## src/rtl/pl_memwb_hs_pkg.sv

```systemverilog
// Shared definitions for the MEM/WB handshake stage.
//   - ex_ctrl bit positions
//   - branch-flag bit positions (EX-side 5-bit and MEM/WB-side 4-bit buses)
//   - stage state encoding
//   - counter width helper
package pl_memwb_hs_pkg;

    localparam int CTRL_W         = 10;
    localparam int CTRL_STORE     = 0;
    localparam int CTRL_REG_WR    = 1;
    localparam int CTRL_SAVE_COUT = 2;
    localparam int CTRL_INV_EX    = 3;
    localparam int CTRL_LOAD      = 4;
    localparam int CTRL_INV_FETCH = 5;
    localparam int CTRL_INV_DEC   = 6;
    localparam int CTRL_DEST_RNS  = 7;
    localparam int CTRL_OUTP      = 8;
    localparam int CTRL_INP       = 9;

    localparam int BR_CMP_LSB  = 0;
    localparam int BR_CMP_MSB  = 2;
    localparam int BR_CARRY    = 3;
    localparam int BR_CMP_TRUE = 4;

    typedef enum logic [1:0] {
        IDLE     = 2'd0,
        MEM_WAIT = 2'd1,
        IO_WAIT  = 2'd2
    } state_t;

    // Bits needed to hold values 0..maxval (at least one bit).
    function automatic int ctr_width(input int maxval);
        return (maxval < 2) ? 1 : $clog2(maxval + 1);
    endfunction

endpackage

```

## src/rtl/pl_memwb_wait_ctr.sv

```systemverilog
// Loadable down-counter with zero flag.
//   clk, reset : clock, async active-high reset (count -> 0)
//   load       : load load_val (has priority over dec)
//   load_val   : value to load
//   dec        : decrement, saturating at 0
//   zero       : count == 0
module pl_memwb_wait_ctr #(
    parameter int W = 3
) (
    input  logic         clk,
    input  logic         reset,
    input  logic         load,
    input  logic [W-1:0] load_val,
    input  logic         dec,
    output logic         zero
);

    logic [W-1:0] count;

    always_ff @(posedge clk or posedge reset) begin
        if (reset) begin
            count <= '0;
        end else if (load) begin
            count <= load_val;
        end else if (dec && count != '0) begin
            count <= count - 1'b1;
        end
    end

    assign zero = (count == '0);

endmodule

```

## src/rtl/pl_memwb_hs.sv

```systemverilog
// MEM/WB pipeline stage with valid/ready handshake towards EX.
// ALU ops complete in one cycle; loads wait DMEM_LAT cycles in MEM_WAIT;
// IO reads wait for io_read_ack in IO_WAIT, aborting after IO_TIMEOUT cycles.
// The ack window is cycle T (accept) plus IO_TIMEOUT wait cycles; an abort
// shows io_timeout together with wb_valid (reg_wr_en=0, wr_data=0) the cycle after.
// Ports:
//   clk, reset                       clock, async active-high reset
//   ex_valid/ex_ready                handshake from EX (ready == IDLE)
//   ex_ctrl, ex_dest, operation_result, branch_conds_ex   EX register contents
//   dmem_dout, dmem_rd_en, mem_wr_en data-memory interface
//   io_read_*, io_write_*, io_timeout  IO port interface
//   wb_valid, reg_wr_en, wb_dest, wr_data, branch_conds_memwb  registered write-back
//   invalidate_instr                 combinational flush request
// Optional: define PL_MEMWB_FWD_EN to add fwd_valid/fwd_dest/fwd_data bypass outputs.
module pl_memwb_hs
    import pl_memwb_hs_pkg::*;
#(
    parameter int NUM_DOMAINS  = 1,
    parameter int DATA_WID     = 8,
    parameter int REG_ADDR_WID = 3,
    parameter int DMEM_LAT     = 1,
    parameter int IO_TIMEOUT   = 16
) (
    input  logic                            clk,
    input  logic                            reset,
    input  logic                            ex_valid,
    output logic                            ex_ready,
    input  logic [CTRL_W-1:0]               ex_ctrl,
    input  logic [REG_ADDR_WID-1:0]         ex_dest,
    input  logic [NUM_DOMAINS*DATA_WID-1:0] operation_result,
    input  logic [4:0]                      branch_conds_ex,
    input  logic [DATA_WID-1:0]             dmem_dout,
    input  logic [DATA_WID-1:0]             io_read_data,
    input  logic                            io_read_ack,
    output logic                            mem_wr_en,
    output logic                            dmem_rd_en,
    output logic                            invalidate_instr,
    output logic                            io_read_strobe,
    output logic                            io_write_strobe,
    output logic [DATA_WID-1:0]             io_write_data,
    output logic                            io_timeout,
    output logic                            wb_valid,
    output logic                            reg_wr_en,
    output logic [REG_ADDR_WID-1:0]         wb_dest,
    output logic [NUM_DOMAINS*DATA_WID-1:0] wr_data,
    output logic [3:0]                      branch_conds_memwb
`ifdef PL_MEMWB_FWD_EN
    ,
    output logic                            fwd_valid,
    output logic [REG_ADDR_WID-1:0]         fwd_dest,
    output logic [NUM_DOMAINS*DATA_WID-1:0] fwd_data
`endif
);

    localparam int RES_W = NUM_DOMAINS * DATA_WID;
    localparam int MEM_W = ctr_width(DMEM_LAT);
    localparam int IO_W  = ctr_width(IO_TIMEOUT);
    localparam logic [MEM_W-1:0] MEM_LOAD = MEM_W'((DMEM_LAT > 0) ? DMEM_LAT - 1 : 0);
    localparam logic [IO_W-1:0]  IO_LOAD  = IO_W'(IO_TIMEOUT - 1);

    state_t                  state;
    logic                    take;
    logic                    is_inp;
    logic                    is_load;
    logic                    mem_zero;
    logic                    io_zero;
    logic                    pend_reg_wr;
    logic [REG_ADDR_WID-1:0] pend_dest;
    logic                    unused_dest_rns;

    assign unused_dest_rns  = ex_ctrl[CTRL_DEST_RNS];

    assign ex_ready         = (state == IDLE);
    assign invalidate_instr = (ex_ctrl[CTRL_INV_EX] | ex_ctrl[CTRL_INV_FETCH] |
                               ex_ctrl[CTRL_INV_DEC]) & ex_valid;
    assign take             = ex_valid & ex_ready & ~invalidate_instr;
    assign is_inp           = take & ex_ctrl[CTRL_INP];
    // inp outranks load: no memory read is issued for an instruction with both
    assign is_load          = take & ex_ctrl[CTRL_LOAD] & ~ex_ctrl[CTRL_INP];

    assign mem_wr_en        = take & ex_ctrl[CTRL_STORE];
    assign dmem_rd_en       = is_load;
    assign io_read_strobe   = is_inp | (state == IO_WAIT);

    pl_memwb_wait_ctr #(.W(MEM_W)) u_mem_ctr (
        .clk      (clk),
        .reset    (reset),
        .load     (is_load),
        .load_val (MEM_LOAD),
        .dec      (state == MEM_WAIT),
        .zero     (mem_zero)
    );

    pl_memwb_wait_ctr #(.W(IO_W)) u_io_ctr (
        .clk      (clk),
        .reset    (reset),
        .load     (is_inp & ~io_read_ack),
        .load_val (IO_LOAD),
        .dec      (state == IO_WAIT),
        .zero     (io_zero)
    );

    always_ff @(posedge clk or posedge reset) begin
        if (reset) begin
            state              <= IDLE;
            wb_valid           <= 1'b0;
            reg_wr_en          <= 1'b0;
            wb_dest            <= '0;
            wr_data            <= '0;
            branch_conds_memwb <= '0;
            io_write_strobe    <= 1'b0;
            io_write_data      <= '0;
            io_timeout         <= 1'b0;
            pend_reg_wr        <= 1'b0;
            pend_dest          <= '0;
        end else begin
            // pulse-type outputs fall back to 0 unless something completes
            wb_valid           <= 1'b0;
            reg_wr_en          <= 1'b0;
            io_write_strobe    <= 1'b0;
            io_timeout         <= 1'b0;
            branch_conds_memwb <= '0;

            if (take) begin
                branch_conds_memwb[BR_CARRY] <= ex_ctrl[CTRL_SAVE_COUT] & branch_conds_ex[BR_CARRY];
                branch_conds_memwb[BR_CMP_MSB:BR_CMP_LSB] <= branch_conds_ex[BR_CMP_TRUE] ?
                    branch_conds_ex[BR_CMP_MSB:BR_CMP_LSB] : 3'b000;
                pend_reg_wr <= ex_ctrl[CTRL_REG_WR];
                pend_dest   <= ex_dest;
                if (ex_ctrl[CTRL_OUTP]) begin
                    io_write_strobe <= 1'b1;
                    io_write_data   <= operation_result[DATA_WID-1:0];
                end
            end

            case (state)
                IDLE: begin
                    if (take) begin
                        if (ex_ctrl[CTRL_INP] && !io_read_ack) begin
                            state <= IO_WAIT;
                        end else if (is_load && DMEM_LAT > 0) begin
                            state <= MEM_WAIT;
                        end else begin
                            wb_valid  <= 1'b1;
                            reg_wr_en <= ex_ctrl[CTRL_REG_WR];
                            wb_dest   <= ex_dest;
                            if (ex_ctrl[CTRL_INP])
                                wr_data <= RES_W'(io_read_data);
                            else if (ex_ctrl[CTRL_LOAD])
                                wr_data <= RES_W'(dmem_dout);
                            else
                                wr_data <= operation_result;
                        end
                    end
                end
                MEM_WAIT: begin
                    if (mem_zero) begin
                        state     <= IDLE;
                        wb_valid  <= 1'b1;
                        reg_wr_en <= pend_reg_wr;
                        wb_dest   <= pend_dest;
                        wr_data   <= RES_W'(dmem_dout);
                    end
                end
                IO_WAIT: begin
                    // an ack on the last allowed cycle still wins over the abort
                    if (io_read_ack) begin
                        state     <= IDLE;
                        wb_valid  <= 1'b1;
                        reg_wr_en <= pend_reg_wr;
                        wb_dest   <= pend_dest;
                        wr_data   <= RES_W'(io_read_data);
                    end else if (io_zero) begin
                        state      <= IDLE;
                        wb_valid   <= 1'b1;
                        wb_dest    <= pend_dest;
                        wr_data    <= '0;
                        io_timeout <= 1'b1;
                    end
                end
                default: state <= IDLE;
            endcase
        end
    end

`ifdef PL_MEMWB_FWD_EN
    assign fwd_valid = wb_valid & reg_wr_en;
    assign fwd_dest  = wb_dest;
    assign fwd_data  = wr_data;
`endif

endmodule

```

## config.mk

```make
export PLATFORM = sky130hd
export DESIGN_NAME = pl_memwb_hs
export DESIGN_NICKNAME = d
export VERILOG_FILES = /design/src/rtl/pl_memwb_hs_pkg.sv /design/src/rtl/pl_memwb_wait_ctr.sv /design/src/rtl/pl_memwb_hs.sv
export SDC_FILE = /design/constraint.sdc
export NUM_CORES = 1
export LEC_CHECK = 0
export BUFFER_PORTS_ARGS = -buffer_cell sky130_fd_sc_hd__clkbuf_2
export CAP_MARGIN = 15
export CELL_PAD_IN_SITES_DETAIL_PLACEMENT = 2
export CELL_PAD_IN_SITES_GLOBAL_PLACEMENT = 2
export CORE_MARGIN = 1.5
export CORE_UTILIZATION = 30
export CTS_CLUSTER_DIAMETER = 60
export DETAILED_ROUTE_END_ITERATION = 8
export HOLD_SLACK_MARGIN = 0.03
export PLACE_DENSITY = 0.9
export SYNTH_ARGS = -nofsm -noshare
export SYNTH_HDL_FRONTEND = slang
export SYNTH_HIERARCHICAL = 1
export SYNTH_SLANG_ARGS = --single-unit
```

## constraint.sdc

```tcl
create_clock -name clk -period 3 [get_ports clk]
set_clock_uncertainty 0.15 [all_clocks]
set_input_delay 0.15 -clock clk [delete_from_list [all_inputs] [get_ports clk]]
set_output_delay 0.15 -clock clk [all_outputs]
set_load 0.05 [all_outputs]
```

==> impl_metrics.prom, run 1 <==
# TYPE chip_impl_metric gauge
chip_impl_info{name="critical_path.startpoint_type",value="flop"} 1
chip_impl_info{name="cp-startpoint",value="u_io_ctr/count[0]"} 1
chip_impl_info{name="timing.hold.worst.class",value="input port to flop"} 1
chip_impl_metric{name="pin_count_of_the_biggest_net_entering_global_routing",unit=""} 34
chip_impl_metric{name="post_route_cells_drive_above_1_share",unit=""} 0.459
chip_impl_metric{name="detailed_place.area",unit="µm²"} 2660
chip_impl_metric{name="wire_length_of_the_first_global_routing_pass",unit="µm"} 11900
chip_impl_metric{name="ys_warn_count",unit=""} 6
chip_impl_metric{name="aggregate_global_routing_overflow",unit=""} 0
chip_impl_metric{name="r2r.worst_path.cells",unit=""} 9
chip_impl_metric{name="critPathRequiredTime",unit="ps"} 3040
chip_impl_metric{name="total_leakage_power",unit="nW"} 1.52
chip_impl_metric{name="timing.max_slew.rel_slack",unit=""} 0.660
chip_impl_info{name="outcome",value="finished, final reports clean"} 1
chip_impl_metric{name="yosysSeqAreaShare",unit=""} 0.456
chip_impl_info{name="grt_setup_unrepaired",value="no"} 1
chip_impl_metric{name="route.antenna.remaining_nets",unit=""} 0
chip_impl_metric{name="drt-initial-drc-count",unit=""} 88
chip_impl_metric{name="pwr_density_cell",unit="nW/µm²"} 920
chip_impl_metric{name="reg2reg_setup_slack",unit="ps"} 450
chip_impl_metric{name="ctsHtreeMaxLevel",unit=""} 2
chip_impl_info{name="hp-start",value="ex_ctrl[8]"} 1
chip_impl_metric{name="post_cts_resize_count",unit=""} 0
chip_impl_info{name="cts_tree",value="yes"} 1
chip_impl_metric{name="pre_cts_slack",unit="ps"} 573
chip_impl_metric{name="antenna_cells",unit=""} 0
chip_impl_info{name="end_kind",value="flop"} 1
chip_impl_metric{name="synthesis.instances",unit=""} 186
chip_impl_metric{name="synth_edf_count",unit=""} 0
chip_impl_info{name="synth_top_cell_by_area",value="sky130_fd_sc_hd__dfrtp_1"} 1
chip_impl_metric{name="wl",unit="µm"} 7670
chip_impl_metric{name="worstPathArrival",unit="ps"} 2580
chip_impl_metric{name="hold_path_depth",unit=""} 3
chip_impl_metric{name="gp_congestion",unit=""} 0.820
chip_impl_metric{name="grt_antenna_before_repair",unit=""} 0
chip_impl_metric{name="synthesized_cell_area",unit="µm²"} 2140
chip_impl_info{name="r2r-end",value="wb_dest[1]"} 1
chip_impl_metric{name="yosys.area.top_type_share",unit=""} 0.456
chip_impl_metric{name="initial_core_util",unit=""} 0.313
chip_impl_metric{name="remaining_drc_errors",unit=""} 0
chip_impl_metric{name="placeableCoreArea",unit="µm²"} 6830
chip_impl_metric{name="layoutNonFillerInstCount",unit=""} 388
chip_impl_metric{name="fp.dieArea",unit="µm²"} 7650
chip_impl_info{name="synth-main-ff-cell",value="sky130_fd_sc_hd__dfrtp_1"} 1
chip_impl_metric{name="cts_made_buffers",unit=""} 5
chip_impl_info{name="post-synth-top-count-cell",value="sky130_fd_sc_hd__dfrtp_1"} 1
chip_impl_metric{name="ys_ff_latch",unit=""} 39
chip_impl_metric{name="numClockSinks",unit=""} 39
chip_impl_metric{name="max-cap-violations",unit=""} 0
chip_impl_metric{name="fin_crit",unit="ps"} 2550
chip_impl_info{name="ys_top_cells_by_area",value="sky130_fd_sc_hd__dfrtp_1, sky130_fd_sc_hd__mux2_2, sky130_fd_sc_hd__mux2_4"} 1
chip_impl_metric{name="wl_per_cell",unit="µm"} 19.8
chip_impl_metric{name="clk_path_buf_depth",unit=""} 2
chip_impl_metric{name="die_w",unit="µm"} 87.5
chip_impl_metric{name="num-nets-final",unit=""} 342
chip_impl_metric{name="floorplan.rows",unit=""} 30
chip_impl_metric{name="finalHoldViolCount",unit=""} 0
chip_impl_metric{name="ys_async_sr_fraction",unit=""} 1.00
chip_impl_metric{name="fmaxAchievable",unit="GHz"} 0.393
chip_impl_info{name="kind_of_critical_path",value="flop to flop"} 1
chip_impl_metric{name="routed_via_density",unit=""} 4.88
chip_impl_info{name="synth_top_cells_by_count",value="sky130_fd_sc_hd__dfrtp_1, sky130_fd_sc_hd__mux2_2, sky130_fd_sc_hd__o21ai_0, sky130_fd_sc_hd__inv_1, sky130_fd_sc_hd__mux2_4"} 1
chip_impl_metric{name="synthesized_area_divided_by_synthesized_cell_count",unit="µm²"} 11.5
chip_impl_metric{name="dr.pass1.iters",unit=""} 4
chip_impl_metric{name="via_count_of_the_first_global_routing_pass",unit=""} 2099
chip_impl_metric{name="setup-tns-final",unit="ps"} 0
chip_impl_metric{name="crit_path_max_fanout",unit=""} 11
chip_impl_metric{name="clk_pin_slew",unit="ps"} 80
chip_impl_metric{name="post-place-cells",unit=""} 359
chip_impl_metric{name="fin_crit_sh",unit=""} 0.848
chip_impl_metric{name="postLayoutSetupSlackWorst",unit="ps"} 455
chip_impl_metric{name="distinct_cell_type_count_of_the_synthesized_netlist",unit=""} 40
chip_impl_metric{name="track_usage",unit=""} 0.211
chip_impl_metric{name="die_h",unit="µm"} 87.5
chip_impl_metric{name="dpl_hpwl",unit="µm"} 4950
chip_impl_info{name="clock-root-buffer",value="sky130_fd_sc_hd__clkbuf_8"} 1
chip_impl_metric{name="n_fill_cell",unit=""} 745
chip_impl_metric{name="syn_to_final_growth",unit="%"} 38.9
chip_impl_metric{name="design.portCount",unit=""} 78
chip_impl_metric{name="portBuffers",unit=""} 76
chip_impl_info{name="whs_endpoint",value="io_write_strobe"} 1
chip_impl_metric{name="slew_at_the_pin_closest_to_its_max_slew_limit",unit="ps"} 510
chip_impl_metric{name="routed-via-count",unit=""} 1895
chip_impl_info{name="worst_r2r_startpoint",value="u_io_ctr/count[0]"} 1
chip_impl_metric{name="clock_latency",unit="ps"} 300
chip_impl_metric{name="vdd_drop_max",unit="µV"} 365
chip_impl_metric{name="finalMaxSlewViolations",unit=""} 0
chip_impl_metric{name="final_area",unit="µm²"} 2970
chip_impl_metric{name="setup_viol_count_final",unit=""} 0
placed cells by master, fill, tap and decap left out, drive strengths merged, types with 7 or more instances in the layout:
cell type | Yosys | layout
dlygate4sd3 | 0 | 21
a22oi | 8 | 8
nand2 | 9 | 9
mux2 | 34 | 34
a21oi | 9 | 9
dfrtp | 39 | 39
and3 | 7 | 7
clkbuf | 5 | 83
inv | 12 | 12
mux2i | 8 | 8
o21ai | 13 | 13
logic make-up after synthesis:
kind of cell | after synthesis | share of synthesized area
buffers and inverters | 20 | 0.0397
other | 2 | 0.00351
adders and majority gates | 5 | 0.0292
AOI/OAI and AO/OA | 40 | 0.126
muxes | 42 | 0.234
and+or+nand+nor | 38 | 0.112
DFF | 39 | 0.456
per-stage QoR:
| step | total power, mW | utilization | hold slack, ps |
|---|---|---|---|
| final | 2.73 | 0.435 | 58.2 |
| after global routing | 2.88 | 0.435 | 93.4 |
| after CTS | 2.74 | 0.435 | 50.4 |
| after floorplan | 1.93 | - | -271 |
| after global placement | 2.22 | 0.389 | -143 |
| after detailed placement | 2.28 | 0.389 | -136 |
repair_timing:
item                      CTS  global route
buffers inserted            0             0
hold buffers               21             0
hold endpoints to repair   56             0
report_power, final:
part	internal, mW	switching (mW)
Clock	0.209	0.197
Combinational	0.517	0.947
Sequential	0.729	0.135
Total	1.45	1.28
final cells by class:
type | instances | area (µm²) | area share
Multi-Input combinational cell | 131 | 1100 | 0.370
Timing Repair Buffer | 102 | 628 | 0.211
Clock buffer | 7 | 96.3 | 0.0324
Clock inverter | 1 | 7.51 | 0.00253
Sequential cell | 39 | 976 | 0.328
Inverter | 12 | 45.0 | 0.0152
Tap cell | 96 | 120 | 0.0404
sequential cells by signal (all words and copies together) (netlist names), 2 cells and up:
register,flops
io_write_data,8
u_io_ctr/count,5
state,2
pend_dest,3
branch_conds_memwb,4
wb_dest,3
wr_data,8
worst max path at each step:
stage | to | cells past startpoint
floorplan | state[1] | 6
global placement | wr_data[2] | 9
detailed placement | wb_dest[1] | 9
CTS | wr_data[3] | 9
global route | wr_data[2] | 6
finish | wb_dest[1] | 9
critical path, stage by stage (launching register included):
cell                       delay (ps)
sky130_fd_sc_hd__dfrtp_1          400
sky130_fd_sc_hd__inv_1            110
sky130_fd_sc_hd__ha_1             170
sky130_fd_sc_hd__or4b_4           500
sky130_fd_sc_hd__inv_1            160
sky130_fd_sc_hd__nor3b_1          110
sky130_fd_sc_hd__a211oi_1         200
sky130_fd_sc_hd__o21ai_1          100
sky130_fd_sc_hd__buf_4            210
sky130_fd_sc_hd__mux2_4           320
routing by layer:
layer,part of all wire,vias up,global-route usage
li1,-,874,-
met1,0.42,959,0.255
met2,0.53,52,0.380
met3,0.034,10,0.0341
met4,0.017,0,0.0678
met5,0,-,0
Power figures use the tool's default switching activity.
==> inputs of run 2 (changes only) <==
- ABC_AREA: unset -> 1
- CORE_UTILIZATION: 30 -> 24
- PLACE_DENSITY: 0.9 -> 0.87
- clock period: 3 -> 2.18 ns (I/O delays scaled with it)
==> run 2 against run 1 <==
Against the previous run:
- area after synthesis is 6.8% higher
- largest cell class unchanged
- critical path depth is 1 lower
- critical path type is now flop to output pin
- largest power group unchanged
- via count grew 34%
- critical endpoint is now mem_wr_en
- final cell count increased by 46%
- sequential cell count did not move
- sequential power rose by 31%
==> impl_metrics.prom, run 2 <==
# TYPE chip_impl_metric gauge
chip_impl_info{name="outcome",value="finished, final reports clean"} 1
chip_impl_metric{name="detailed_place.area",unit="µm²"} 2850
chip_impl_metric{name="route.antenna.remaining_nets",unit=""} 0
chip_impl_info{name="post-synth-top-count-cell",value="sky130_fd_sc_hd__nand2_1"} 1
chip_impl_info{name="final_cell_mix",value="sky130_fd_sc_hd__nand2_1, sky130_fd_sc_hd__clkbuf_2, sky130_fd_sc_hd__nand3_1, sky130_fd_sc_hd__dfrtp_1, sky130_fd_sc_hd__inv_1"} 1
chip_impl_metric{name="synth_adder_area_share",unit=""} 0.0274
chip_impl_metric{name="routed_via_density",unit=""} 4.49
chip_impl_metric{name="dr.pass1.iters",unit=""} 4
chip_impl_metric{name="clk_path_buf_depth",unit=""} 2
chip_impl_metric{name="max-cap-violations",unit=""} 0
chip_impl_metric{name="gp_congestion",unit=""} 0.821
chip_impl_metric{name="die_h",unit="µm"} 101
chip_impl_metric{name="n_fill_cell",unit=""} 1104
chip_impl_metric{name="fmaxAchievable",unit="GHz"} 0.480
chip_impl_metric{name="pin_count_of_the_biggest_net_entering_global_routing",unit=""} 34
chip_impl_info{name="worstPathCellList",value="inv_1 -> ha_4 -> nand2_1 -> inv_2 -> nand3_4 -> buf_4 -> nor2_2 -> clkbuf_8"} 1
chip_impl_metric{name="floorplan.rows",unit=""} 35
chip_impl_info{name="timing.hold.worst.class",value="input port to asynchronous set/reset pin"} 1
chip_impl_metric{name="setup_viol_count_final",unit=""} 0
chip_impl_metric{name="fp.dieArea",unit="µm²"} 10100
chip_impl_metric{name="cts_made_buffers",unit=""} 5
chip_impl_metric{name="initial_core_util",unit=""} 0.248
chip_impl_metric{name="num-nets-final",unit=""} 487
chip_impl_metric{name="r2r.worst_path.cells",unit=""} 10
chip_impl_metric{name="drt-initial-drc-count",unit=""} 51
chip_impl_info{name="crit_family",value="buffers and inverters"} 1
chip_impl_metric{name="grt_antenna_before_repair",unit=""} 0
chip_impl_metric{name="total_leakage_power",unit="nW"} 1.80
chip_impl_metric{name="postLayoutSetupSlackWorst",unit="ps"} 97.1
chip_impl_metric{name="routed-via-count",unit=""} 2543
chip_impl_metric{name="total_power",unit="mW"} 3.79
chip_impl_metric{name="wl",unit="µm"} 8410
chip_impl_metric{name="remaining_drc_errors",unit=""} 0
chip_impl_metric{name="ctsHtreeMaxLevel",unit=""} 2
chip_impl_metric{name="numClockSinks",unit=""} 39
chip_impl_metric{name="finalMaxSlewViolations",unit=""} 0
chip_impl_metric{name="yosys.area.top_type_share",unit=""} 0.427
chip_impl_metric{name="distinct_cell_type_count_of_the_synthesized_netlist",unit=""} 28
chip_impl_metric{name="antenna_cells",unit=""} 0
chip_impl_metric{name="dpl_hpwl",unit="µm"} 6250
chip_impl_metric{name="crit_path_max_fanout",unit=""} 7
chip_impl_metric{name="wl_per_cell",unit="µm"} 14.9
chip_impl_metric{name="final_area",unit="µm²"} 3290
chip_impl_metric{name="synth_edf_count",unit=""} 0
chip_impl_metric{name="ys_warn_count",unit=""} 6
chip_impl_info{name="layout_commonest_cell",value="sky130_fd_sc_hd__nand2_1"} 1
chip_impl_metric{name="fin_crit_sh",unit=""} 0.955
chip_impl_metric{name="wire_length_of_the_first_global_routing_pass",unit="µm"} 13400
chip_impl_info{name="synth_top_cells_by_count",value="sky130_fd_sc_hd__nand2_1, sky130_fd_sc_hd__dfrtp_1, sky130_fd_sc_hd__nand3_1, sky130_fd_sc_hd__inv_1, sky130_fd_sc_hd__o21ai_0"} 1
chip_impl_info{name="critical_path.startpoint_type",value="flop"} 1
chip_impl_metric{name="syn_to_final_growth",unit="%"} 43.7
chip_impl_metric{name="clk_pin_slew",unit="ps"} 80
chip_impl_metric{name="die_w",unit="µm"} 101
chip_impl_info{name="synth-main-ff-cell",value="sky130_fd_sc_hd__dfrtp_1"} 1
chip_impl_info{name="reg.largest.list",value="io_write_data (8), wr_data (8), u_io_ctr/count (5)"} 1
chip_impl_metric{name="aggregate_global_routing_overflow",unit=""} 0
chip_impl_info{name="end_kind",value="output pin"} 1
chip_impl_info{name="cts_tree",value="yes"} 1
chip_impl_metric{name="ys_async_sr_fraction",unit=""} 1.00
chip_impl_metric{name="pre_cts_slack",unit="ps"} -24.7
chip_impl_metric{name="fin_crit",unit="ps"} 2080
chip_impl_metric{name="crit_path_max_incr_delay",unit="ps"} 420
chip_impl_metric{name="worstPathArrival",unit="ps"} 1820
chip_impl_metric{name="critPathRequiredTime",unit="ps"} 1920
chip_impl_metric{name="pwr_density_cell",unit="nW/µm²"} 1150
chip_impl_metric{name="placeableCoreArea",unit="µm²"} 9240
chip_impl_metric{name="vdd_drop_max",unit="µV"} 455
chip_impl_metric{name="timing.critical_path.depth",unit=""} 8
chip_impl_metric{name="synth-simple-area-share",unit=""} 0.376
chip_impl_info{name="timing.critical_path.slowest_stage_cell",value="sky130_fd_sc_hd__dfrtp_1"} 1
chip_impl_metric{name="critPathBufInv",unit=""} 4
chip_impl_info{name="ys_top_cells_by_area",value="sky130_fd_sc_hd__dfrtp_1, sky130_fd_sc_hd__nand2_1, sky130_fd_sc_hd__nand3_1"} 1
chip_impl_metric{name="synth_compound_area_frac",unit=""} 0.0706
chip_impl_metric{name="ys_ff_latch",unit=""} 39
chip_impl_info{name="synth_top_family_by_area",value="simple AND/OR/NAND/NOR gates"} 1
chip_impl_metric{name="synthesized_cell_area",unit="µm²"} 2290
chip_impl_metric{name="track_usage",unit=""} 0.171
chip_impl_metric{name="synthesis.instances",unit=""} 324
chip_impl_metric{name="setup-tns-final",unit="ps"} 0
chip_impl_metric{name="post_synth_mux_area_share",unit=""} 0
chip_impl_metric{name="synthesized_area_divided_by_synthesized_cell_count",unit="µm²"} 7.06
chip_impl_metric{name="portBuffers",unit=""} 76
chip_impl_info{name="kind_of_critical_path",value="flop to output pin"} 1
chip_impl_metric{name="via_count_of_the_first_global_routing_pass",unit=""} 2849
chip_impl_metric{name="finalHoldViolCount",unit=""} 0
chip_impl_info{name="synth_top_cell_by_area",value="sky130_fd_sc_hd__dfrtp_1"} 1
chip_impl_info{name="clock-root-buffer",value="sky130_fd_sc_hd__clkbuf_8"} 1
chip_impl_metric{name="synth-xor-area-share",unit=""} 0
chip_impl_metric{name="yosysSeqAreaShare",unit=""} 0.427
chip_impl_metric{name="design.portCount",unit=""} 78
chip_impl_metric{name="post_route_cells_drive_above_1_share",unit=""} 0.270
chip_impl_metric{name="clock_latency",unit="ps"} 290
-- run 2: cell types whose count changed after synthesis, sizes merged, moves of 4 or more --
cell   previous run  this run
nor2b             4         0
mux2             34         0
nand3             2        41
nand2             9       138
mux2i             8         0
a22oi             8         0
and3              7         1
o21ai            13        22
a21oi             9         5
inv              12        42
nor2              2        16
-- run 2: worst paths after layout --
path	startpoint	to	slack (ps)
worst max-delay path	state[1]	mem_wr_en	100
worst min-delay path	reset	u_mem_ctr/count	70
worst max register to register	state[1]	wr_data[0]	170
worst min register to register	wb_dest[0]	wb_dest[0]	330
max in group asynchronous	reset	state[0]	1210
min in group clk	ex_ctrl[8]	io_write_data[6]	80
-- run 2: where the power goes --
group | switching, mW | total (mW) | internal (mW)
registers | 0.161 | 1.13 | 0.974
clock network | 0.269 | 0.640 | 0.371
logic | 1.44 | 2.02 | 0.578
total | 1.87 | 3.79 | 1.92
-- run 2: cells by family after synthesis --
family | after synthesis
simple gates | 199
other cells | 2
fa+ha+maj | 5
compound gates | 28
buf+inv | 51
flops | 39
-- run 2: metal layers --
metal  GRT usage  share of wire
met1       0.198           0.42
met4      0.0325          0.013
met2       0.330           0.53
met5           0              0
met3      0.0264          0.035
-- run 2: per-stage QoR --
step,cells,hold WS (ps),utilization
after floorplan,328,-312,-
after global placement,530,-180,0.308
after global routing,566,65.8,0.356
after detailed placement,530,-174,0.308
after CTS,560,60.4,0.347
final,566,66.9,0.356
-- run 2: timing repair --
action,in CTS,in global routing
endpoints found under the hold margin,57,0
hold buffers,22,0
buffers inserted,0,6
endpoints found under the setup margin,14,19
pin swaps,0,1
gates resized for setup,5,7
-- run 2: worst register-to-register path: cells and delay by family, from the launching register on --
| kind | cells | cell delay [ps] |
|---|---|---|
| buffers and inverters | 4 | 570 |
| DFF | 1 | 420 |
| and+or+nand+nor | 4 | 410 |
| AOI/OAI and AO/OA | 1 | 210 |
| adders and majority gates | 1 | 190 |
-- run 2: layout make-up --
type | instances | area (µm²) | share of cell area
sequential | 39 | 976 | 0.297
timing repair buffer | 109 | 713 | 0.217
clock inverter | 2 | 35.0 | 0.0107
clock buffer | 6 | 82.6 | 0.0251
tap | 129 | 161 | 0.0491
multi-input combinational | 238 | 1160 | 0.352
inverter | 43 | 161 | 0.0491
